### config.mk
export PLATFORM = sky130hd
export DESIGN_NAME = gray_counter_n
export DESIGN_NICKNAME = d
export VERILOG_FILES = /design/src/rtl/gray_pkg.sv /design/src/rtl/gray2bin_comb.sv /design/src/rtl/gray_counter_n.sv
export SDC_FILE = /design/constraint.sdc
export NUM_CORES = 1
export LEC_CHECK = 0
export ABC_CLOCK_PERIOD_IN_PS = 1800
export BUFFER_PORTS_ARGS = -buffer_cell sky130_fd_sc_hd__buf_4
export CORE_AREA = 4 4 41 43
export DETAILED_ROUTE_END_ITERATION = 7
export DIE_AREA = 0 0 45 47
export PLACE_DENSITY = 0.61
export SYNTH_ARGS = -nofsm -noshare
export SYNTH_HDL_FRONTEND = slang
export SYNTH_SLANG_ARGS = --single-unit
### constraint.sdc
create_clock -name Clk -period 1.8 [get_ports Clk]
set_clock_uncertainty 0.1 [all_clocks]
set_input_delay 0.18 -clock Clk [delete_from_list [all_inputs] [get_ports Clk]]
set_output_delay 0.18 -clock Clk [all_outputs]
set_load 0.01 [all_outputs]
### src/rtl/gray_pkg.sv
// Shared constants and Gray/binary conversion helpers for the Gray counter family.
package gray_pkg;

  // Widest counter supported; helpers work on this width and callers truncate.
  localparam int MAX_W = 16;

  // Overflow behaviour selectors.
  localparam int OVF_STICKY_MODE = 1;
  localparam int OVF_PULSE_MODE  = 0;

  // Binary to Gray: each Gray bit is the XOR of adjacent binary bits.
  function automatic logic [MAX_W-1:0] bin2gray(input logic [MAX_W-1:0] b);
    return b ^ (b >> 1'b1);
  endfunction

  // Gray to binary: prefix XOR running down from the MSB. Zero-extended
  // upper bits leave the result unchanged, so narrower values decode correctly.
  function automatic logic [MAX_W-1:0] gray2bin(input logic [MAX_W-1:0] g);
    logic [MAX_W-1:0] b;
    b[MAX_W-1] = g[MAX_W-1];
    for (int i = MAX_W - 2; i >= 0; i--) begin
      b[i] = b[i+1] ^ g[i];
    end
    return b;
  endfunction

endpackage

### src/rtl/gray2bin_comb.sv
// Purely combinational Gray-to-binary decoder, reusable by pointer synchronisers.
module gray2bin_comb
  import gray_pkg::*;
#(
  parameter int WIDTH = 3
) (
  input  logic [WIDTH-1:0] gray_i,
  output logic [WIDTH-1:0] bin_o
);

  // Decode through the shared helper and keep the low WIDTH bits.
  always_comb begin
    bin_o = WIDTH'(gray2bin(MAX_W'(gray_i)));
  end

endmodule

### src/rtl/gray_counter_n.sv
// Parametrised up/down Gray-code counter with synchronous load, binary shadow
// output, a one-cycle wrap pulse and a sticky or pulsed overflow flag.
module gray_counter_n
  import gray_pkg::*;
#(
  parameter int WIDTH      = 3,
  parameter int OVF_STICKY = 1
) (
  input  logic             Clk,
  input  logic             Reset,
  input  logic             En,
  input  logic             Up,
  input  logic             Load,
  input  logic [WIDTH-1:0] Load_val,
  input  logic             Clr_ovf,
  output logic [WIDTH-1:0] Output,
  output logic [WIDTH-1:0] Bin_out,
  output logic             Overflow,
  output logic             Wrap
);

  localparam logic [WIDTH-1:0] BIN_ZERO = {WIDTH{1'b0}};
  localparam logic [WIDTH-1:0] BIN_MAX  = {WIDTH{1'b1}};
  localparam logic [WIDTH-1:0] BIN_ONE  = WIDTH'(1);

  logic [WIDTH-1:0] bin_q, bin_d;
  logic [WIDTH-1:0] gray_q, gray_d;
  logic             wrap_q, wrap_d;
  logic             ovf_q, ovf_d;
  logic [WIDTH-1:0] load_bin_s;

  gray2bin_comb #(
    .WIDTH (WIDTH)
  ) u_load_dec (
    .gray_i (Load_val),
    .bin_o  (load_bin_s)
  );

  // Next binary count: load beats a step, a step beats hold; flag wrap events.
  always_comb begin
    bin_d  = bin_q;
    wrap_d = 1'b0;
    if (Load) begin
      bin_d  = load_bin_s;
      wrap_d = 1'b0;
    end else if (En) begin
      if (Up) begin
        bin_d  = bin_q + BIN_ONE;
        wrap_d = (bin_q == BIN_MAX);
      end else begin
        bin_d  = bin_q - BIN_ONE;
        wrap_d = (bin_q == BIN_ZERO);
      end
    end else begin
      bin_d  = bin_q;
      wrap_d = 1'b0;
    end
  end

  // Gray image of the next count, registered alongside the binary value.
  always_comb begin
    gray_d = WIDTH'(bin2gray(MAX_W'(bin_d)));
  end

  // Overflow: sticky with set-over-clear, or a copy of the wrap event.
  always_comb begin
    ovf_d = ovf_q;
    if (OVF_STICKY == OVF_STICKY_MODE) begin
      if (wrap_d) begin
        ovf_d = 1'b1;
      end else if (Clr_ovf) begin
        ovf_d = 1'b0;
      end else begin
        ovf_d = ovf_q;
      end
    end else begin
      ovf_d = wrap_d;
    end
  end

  // State and output registers; reset clears everything including pending flags.
  always_ff @(posedge Clk or negedge Reset) begin
    if (!Reset) begin
      bin_q  <= BIN_ZERO;
      gray_q <= BIN_ZERO;
      wrap_q <= 1'b0;
      ovf_q  <= 1'b0;
    end else begin
      bin_q  <= bin_d;
      gray_q <= gray_d;
      wrap_q <= wrap_d;
      ovf_q  <= ovf_d;
    end
  end

  assign Output   = gray_q;
  assign Bin_out  = bin_q;
  assign Overflow = ovf_q;
  assign Wrap     = wrap_q;

endmodule

==> summary.md, run 1 <==
| Metric | Value |
|---|---|
| Hold_sp | `Load` |
| Hold Path Stages | `2` |
| EDFF count, synth | `0` |
| DR vias | `343` |
| Top-area cell type share of the netlist area | `45.2%` |
| CP bufs+invs | `1` |
| Worst vdd ir | `0.311 mV` |
| Post-synthesis sequential area ratio | `45.2%` |
| Slowest cell on crit path | `dfrtp_1` |
| Sink Count | `7` |
| Total CTS buffers | `3` |
| Setup TNS | `0 ns` |
| Slew @ Worst Pin | `0.208 ns` |
| Die Y | `47 um` |
| Starting Density | `29.8%` |
| Flops & latches, synth | `7` |
| Worst-path fanout max | `4` |
| DRT Wirelength | `866 um` |
| Site Rows | `13` |
| Worst skew pair latency | `0.25 ns` |
| Post-Synthesis Cells | `38` |
| WP depth | `6` |
| DRC violation total after the first TritonRoute iteration | `3` |
| Die ar. | `0.00212 mm2` |
| Worst path top cell family by delay | `simple AND/OR/NAND/NOR gates` |
| Period minus WS final | `1.71 ns` |
| CP Cell Sequence | `inv_1 -> fa_2 -> xnor2_1 -> or3_1 -> nand3_2 -> xor2_1` |
| CP startpoint kind | `register` |
| DRC | `0` |
| Synthesized area per cell | `10.2 um2` |
| Largest net degree at the start of global routing | `11` |
| Die width | `45 um` |
| Reg2reg start | `Bin_out[1]` |
| Top-Level Pins | `17` |
| Setup violators final | `0` |
| Final Core Density | `43.2%` |
| GRT overflow | `0` |
| CP required | `1.87 ns` |
| Post-synth top flop | `dfrtp_1` |
| Core area | `0.00130 mm2` |
| RSZ-0062 raised after global routing | `false` |
| Drt wl/cell | `11.7 um` |
| Final ANT Viol Nets | `0` |
| Worst Reg2Reg Path Length in Cells | `6` |
| Maxcap violations | `0` |
| Outcome | `finished clean` |
| Hold Crit Class | `primary input to register` |
| Vias/cell | `4.64` |
| Ranking of synthesized cells by area | `dfrtp_1 45%, xnor2_1 6.8%, xor2_1 6.8%` |
| CP peak stage delay | `0.38 ns` |
| GPL Wtd Cong | `0.759` |
| DRT Pass-1 Iters | `3` |
| Post-synth ARST share | `100%` |
| P&R area growth vs syn | `44.8%` |
| Distinct cells, synth | `20` |
| PD cells | `972 mW/mm2` |
| Synth Net Count | `48` |
| Maximum buffer depth of the clock tree | `2` |
| Endpoint type of the worst setup path | `register` |
| Syn. warnings | `0` |
| CTS tree | `done` |
| Global-route wire length before repair | `1380 um` |
| Half-perimeter wire length after placement | `658 um` |
| Final Cycle Share | `94.8%` |
| Vias in the first global route | `323` |
| Antenna violations before repair | `0` |
| Slew Limit Fails | `0` |
| Most common cell in the netlist | `dfrtp_1` |
| Critical setup path kind | `register to register` |
| Lkg Pwr | `0.000281 uW` |
| H-Tree Depth | `1` |
| Largest area contributor in the netlist | `dfrtp_1` |
| Total GRT Usage | `10.2%` |
| Layout cell share with drive strength beyond 1 | `39.0%` |
| Endpoints failing hold | `0` |
| Clk slew on worst S/H paths | `0.05 ns` |
| Diode count | `0` |
| CP startpoint | `Bin_out[1]` |
| Final net count | `70` |
| Root buf cell | `clkbuf_4` |
| Number of port buffers | `16` |
| Peak Freq | `0.586 GHz` |
| Mapped Area | `388 um2` |
| CP arrival | `1.78 ns` |
| Rel. slew slack | `86.1%` |
-- cell families after synthesis --
group / count (synthesis) / synth area share (%)
compound gates: 8 / 12.3
simple gates: 11 / 16.1
flops: 7 / 45.2
fa+ha+maj: 1 / 5.16
xor+xnor: 6 / 13.6
buf+inv: 5 / 7.74
-- final cells by class --
cell class,count,area [um2]
flip-flops and latches,7,175
multi-input cells,26,185
inverters,3,11.3
clock buffers,4,26.3
fillers,144,739
repair buffers,19,145
well taps,15,18.8
-- routing by layer --
layer  up-vias  global-route usage, %  wire length, um
met4         0                   12.3               19
met1       154                   11.7              354
met5         -                      0                0
met3         2                   3.07               86
met2        16                   13.8              404
li1        171                      -                -
-- worst paths after layout --
check / endpoint / slack (ns)
worst max register to register: Output[1] / 0.09
min in group asynchronous: Bin_out[2] / 0.18
worst min-delay path: Bin_out[0] / 0.07
worst min register to register: Overflow / 0.38
max in group asynchronous: Bin_out[0] / 1.30
worst max-delay path: Output[1] / 0.09
-- layout by cell type (no fill, tap or decap) --
master / synthesis / final
nor2_1: 2 / 2
xnor2_1: 3 / 3
a21oi_1: 2 / 2
nand3b_1: 1 / 1
nand2b_1: 1 / 1
or3_1: 1 / 1
o21a_1: 1 / 1
o21ai_0: 3 / 2
clkbuf_4: 0 / 3
a22oi_1: 1 / 1
nand3_2: 1 / 1
dfrtp_1: 7 / 7
dlygate4sd3_1: 0 / 1
clkbuf_1: 0 / 1
inv_1: 3 / 3
xor2_1: 3 / 3
o21ai_1: 0 / 1
a21o_1: 1 / 1
nand2_1: 3 / 3
nand4_1: 1 / 1
or4_1: 1 / 1
buf_4: 1 / 18
fa_2: 0 / 1
-- flip-flops by register name (all words and copies together), names as in the netlist --
register / flops
Wrap: 1
Overflow: 1
Bin_out: 3
Output: 2
-- per-stage QoR --
step	worst slack, ns	hold WS, ns	std cells	power, uW	instance area, um2
global route	0.0143	0.0737	74	587	562
CTS	0.00537	0.0571	73	548	552
global placement	0.116	-0.101	68	391	515
finish	0.0934	0.0671	74	546	562
detailed placement	0.0443	-0.100	68	396	515
floorplan	0.0392	-0.216	38	309	388
-- worst reg2reg max path: stages (launching register included) --
cell	delay [ns]
dfrtp_1	0.38
inv_1	0.09
fa_2	0.34
xnor2_1	0.15
or3_1	0.33
nand3_2	0.08
xor2_1	0.16
-- power by group --
group | internal [uW] | switching [uW] | total, uW
registers | 186 | 17.0 | 203
logic | 106 | 94.0 | 200
clock network | 84.7 | 59.1 | 144
total | 376 | 170 | 546
-- repair_timing --
action | CTS | global route
setup buffers | 0 | 1
gates resized for setup | 0 | 2
hold buffers | 1 | 0
setup endpoints to repair | 0 | 1
endpoints found under the hold margin | 7 | 0
Power figures use the tool's default switching activity.
==> run 2: changes to the inputs <==
--- a/config.mk
+++ b/config.mk
@@ -8,7 +8,7 @@
 export ABC_CLOCK_PERIOD_IN_PS = 1800
 export BUFFER_PORTS_ARGS = -buffer_cell sky130_fd_sc_hd__buf_4
-export CORE_AREA = 4 4 41 43
+export CORE_AREA = 2 2 39 41
 export DETAILED_ROUTE_END_ITERATION = 7
-export DIE_AREA = 0 0 45 47
+export DIE_AREA = 0 0 41 43
 export PLACE_DENSITY = 0.61
 export SYNTH_ARGS = -nofsm -noshare
==> constraint.sdc (replaced) <==
create_clock -name Clk -period 1.8 [get_ports Clk]
set_clock_uncertainty 0.1 [all_clocks]
set_input_delay 0.09 -clock Clk [delete_from_list [all_inputs] [get_ports Clk]]
set_output_delay 0.09 -clock Clk [all_outputs]
set_load 0.01 [all_outputs]
==> run 2 against run 1 <==
Clock-buffer cell count stayed put. Worst setup slack lost 0.0042 ns. Critical path type unchanged. Final cell count grew 2.7%. Global-route usage up 1.1 points. Utilization down 1.0 points. Total power fell by 2.0%. Sequential power about the same.
==> summary.md, run 2 (same netlist as run 1, synthesis figures left out) <==
| Metric | Value |
|---|---|
| CP peak stage delay | `0.41 ns` |
| Lkg Pwr | `0.000289 uW` |
| Worst path top cell family by delay | `simple AND/OR/NAND/NOR gates` |
| Hold_sp | `Clr_ovf` |
| Sink Count | `7` |
| Top-Level Pins | `17` |
| Vias in the first global route | `345` |
| Hold Path Stages | `3` |
| Half-perimeter wire length after placement | `624 um` |
| Worst setup slack after layout | `0.0892 ns` |
| CP Cell Sequence | `inv_2 -> fa_2 -> xnor2_2 -> or3_1 -> nand3_2 -> xor2_1` |
| Worst skew pair latency | `0.24 ns` |
| Maxcap violations | `0` |
| Slew @ Worst Pin | `0.256 ns` |
| Antenna violations before repair | `0` |
| Die width | `41 um` |
| Largest net degree at the start of global routing | `11` |
| Vias/cell | `4.41` |
| Multi-input logic area | `193 um2` |
| RSZ-0062 raised after global routing | `true` |
| Worst-path fanout max | `5` |
| CP arrival | `1.78 ns` |
| Die ar. | `0.00176 mm2` |
| CTS tree | `done` |
| Most common cell after layout, fill and taps aside | `buf_4` |
| Setup TNS | `0 ns` |
| Number of port buffers | `16` |
| Worst vdd ir | `0.255 mV` |
| CP bufs+invs | `1` |
| Reg2reg start | `Bin_out[1]` |
| Endpoint type of the worst setup path | `register` |
| Commonest cells after routing, fill and taps aside | `17 x buf_4, 7 x dfrtp_1` |
| GPL Wtd Cong | `0.775` |
| Starting Density | `28.0%` |
| Critical setup path kind | `register to register` |
| Number of post-CTS setup repair buffers | `0` |
| Diode count | `0` |
| Worst Reg2Reg Path Length in Cells | `6` |
| Site Rows | `14` |
| CP startpoint kind | `register` |
| CP startpoint | `Bin_out[1]` |
| P&R area growth vs syn | `50.3%` |
| Peak Freq | `0.585 GHz` |
| Total CTS buffers | `3` |
| Period minus WS final | `1.71 ns` |
| Setup violators final | `0` |
| DRC violation total after the first TritonRoute iteration | `1` |
| PD cells | `918 mW/mm2` |
| Drt wl/cell | `9.63 um` |
| Reg area | `175 um2` |
| DR vias | `335` |
| # fillers | `147` |
| Die Y | `43 um` |
| DP Area | `517 um2` |
| Rel. slew slack | `82.9%` |
| DRC | `0` |
| Hold Crit Class | `primary input to register` |
| Slew Limit Fails | `0` |
| Final Cycle Share | `95.0%` |
| WP depth | `6` |
| Root buf cell | `clkbuf_4` |
| Maximum buffer depth of the clock tree | `2` |
| DRT Wirelength | `732 um` |
| H-Tree Depth | `1` |
| Clk slew on worst S/H paths | `0.05 ns` |
| Final ANT Viol Nets | `0` |
| Slowest cell on crit path | `dfrtp_1` |
| Core area | `0.00138 mm2` |
| Final net count | `71` |
| Endpoints failing hold | `0` |
| Outcome | `finished clean` |
| DRT Pass-1 Iters | `2` |
| CP required | `1.87 ns` |
| Max reg flops | `3` |
| Post-Layout Inst Area | `583 um2` |
| Layout cell share with drive strength beyond 1 | `40.0%` |
| Global-route wire length before repair | `1350 um` |
| GRT overflow | `0` |
| Place WS | `0.0756 ns` |
| Total GRT Usage | `11.3%` |
## run 2: where the power goes
group / internal (uW) / total, uW / switching (uW)
Clock: 84.1 / 134 / 50.3
Combinational: 107 / 195 / 88.0
Sequential: 186 / 206 / 20.2
Total: 377 / 535 / 158
## run 2: through the flow
stage | hold WS (ns) | total power [uW] | std cells | util [%]
after floorplan | -0.306 | 309 | 38 | -
after global placement | -0.196 | 391 | 69 | 37.3
after detailed placement | -0.195 | 393 | 69 | 37.3
after CTS | 0.0137 | 539 | 76 | 41.4
after global routing | 0.0311 | 587 | 76 | 42.1
final | 0.0235 | 535 | 76 | 42.1
## run 2: path summary, 6_finish.rpt
path | to | slack [ns]
max in group asynchronous | Bin_out[2] | 1.39
min in group asynchronous | Wrap | 0.09
hold / removal | Overflow | 0.02
setup reg to reg | Output[1] | 0.09
setup / recovery | Output[1] | 0.09
hold reg to reg | Overflow | 0.38
## run 2: layout make-up
cell class              instances  share of cell area (%)
well taps                      16                    3.43
clock buffers                   4                    4.51
multi-input cells              26                    33.0
flip-flops and latches          7                    30.0
inverters                       3                    1.93
repair buffers                 20                    27.0
## run 2: timing repair
action                                  4_1_cts  5_1_grt
hold buffers                                  3        0
endpoints found under the setup margin        0        1
resized for setup                             0        4
hold endpoints to repair                      9        0
## run 2: worst reg2reg max path, delay by kind of cell (launching register included)
family	cells	cell delay [ns]
xor gates and xnor gates	2	0.27
adders and majority gates	1	0.35
buffers and inverters	1	0.06
DFF	1	0.41
and+or+nand+nor	2	0.44
## run 2: routing by layer
metal,wire length [um],part of all wire [%],vias up,global-route usage [%]
met3,64,8.7,0,1.57
met4,0,0,0,8.00
met2,362,49,13,17.2
li1,-,-,170,-
met5,0,0,-,0
met1,305,42,152,13.9
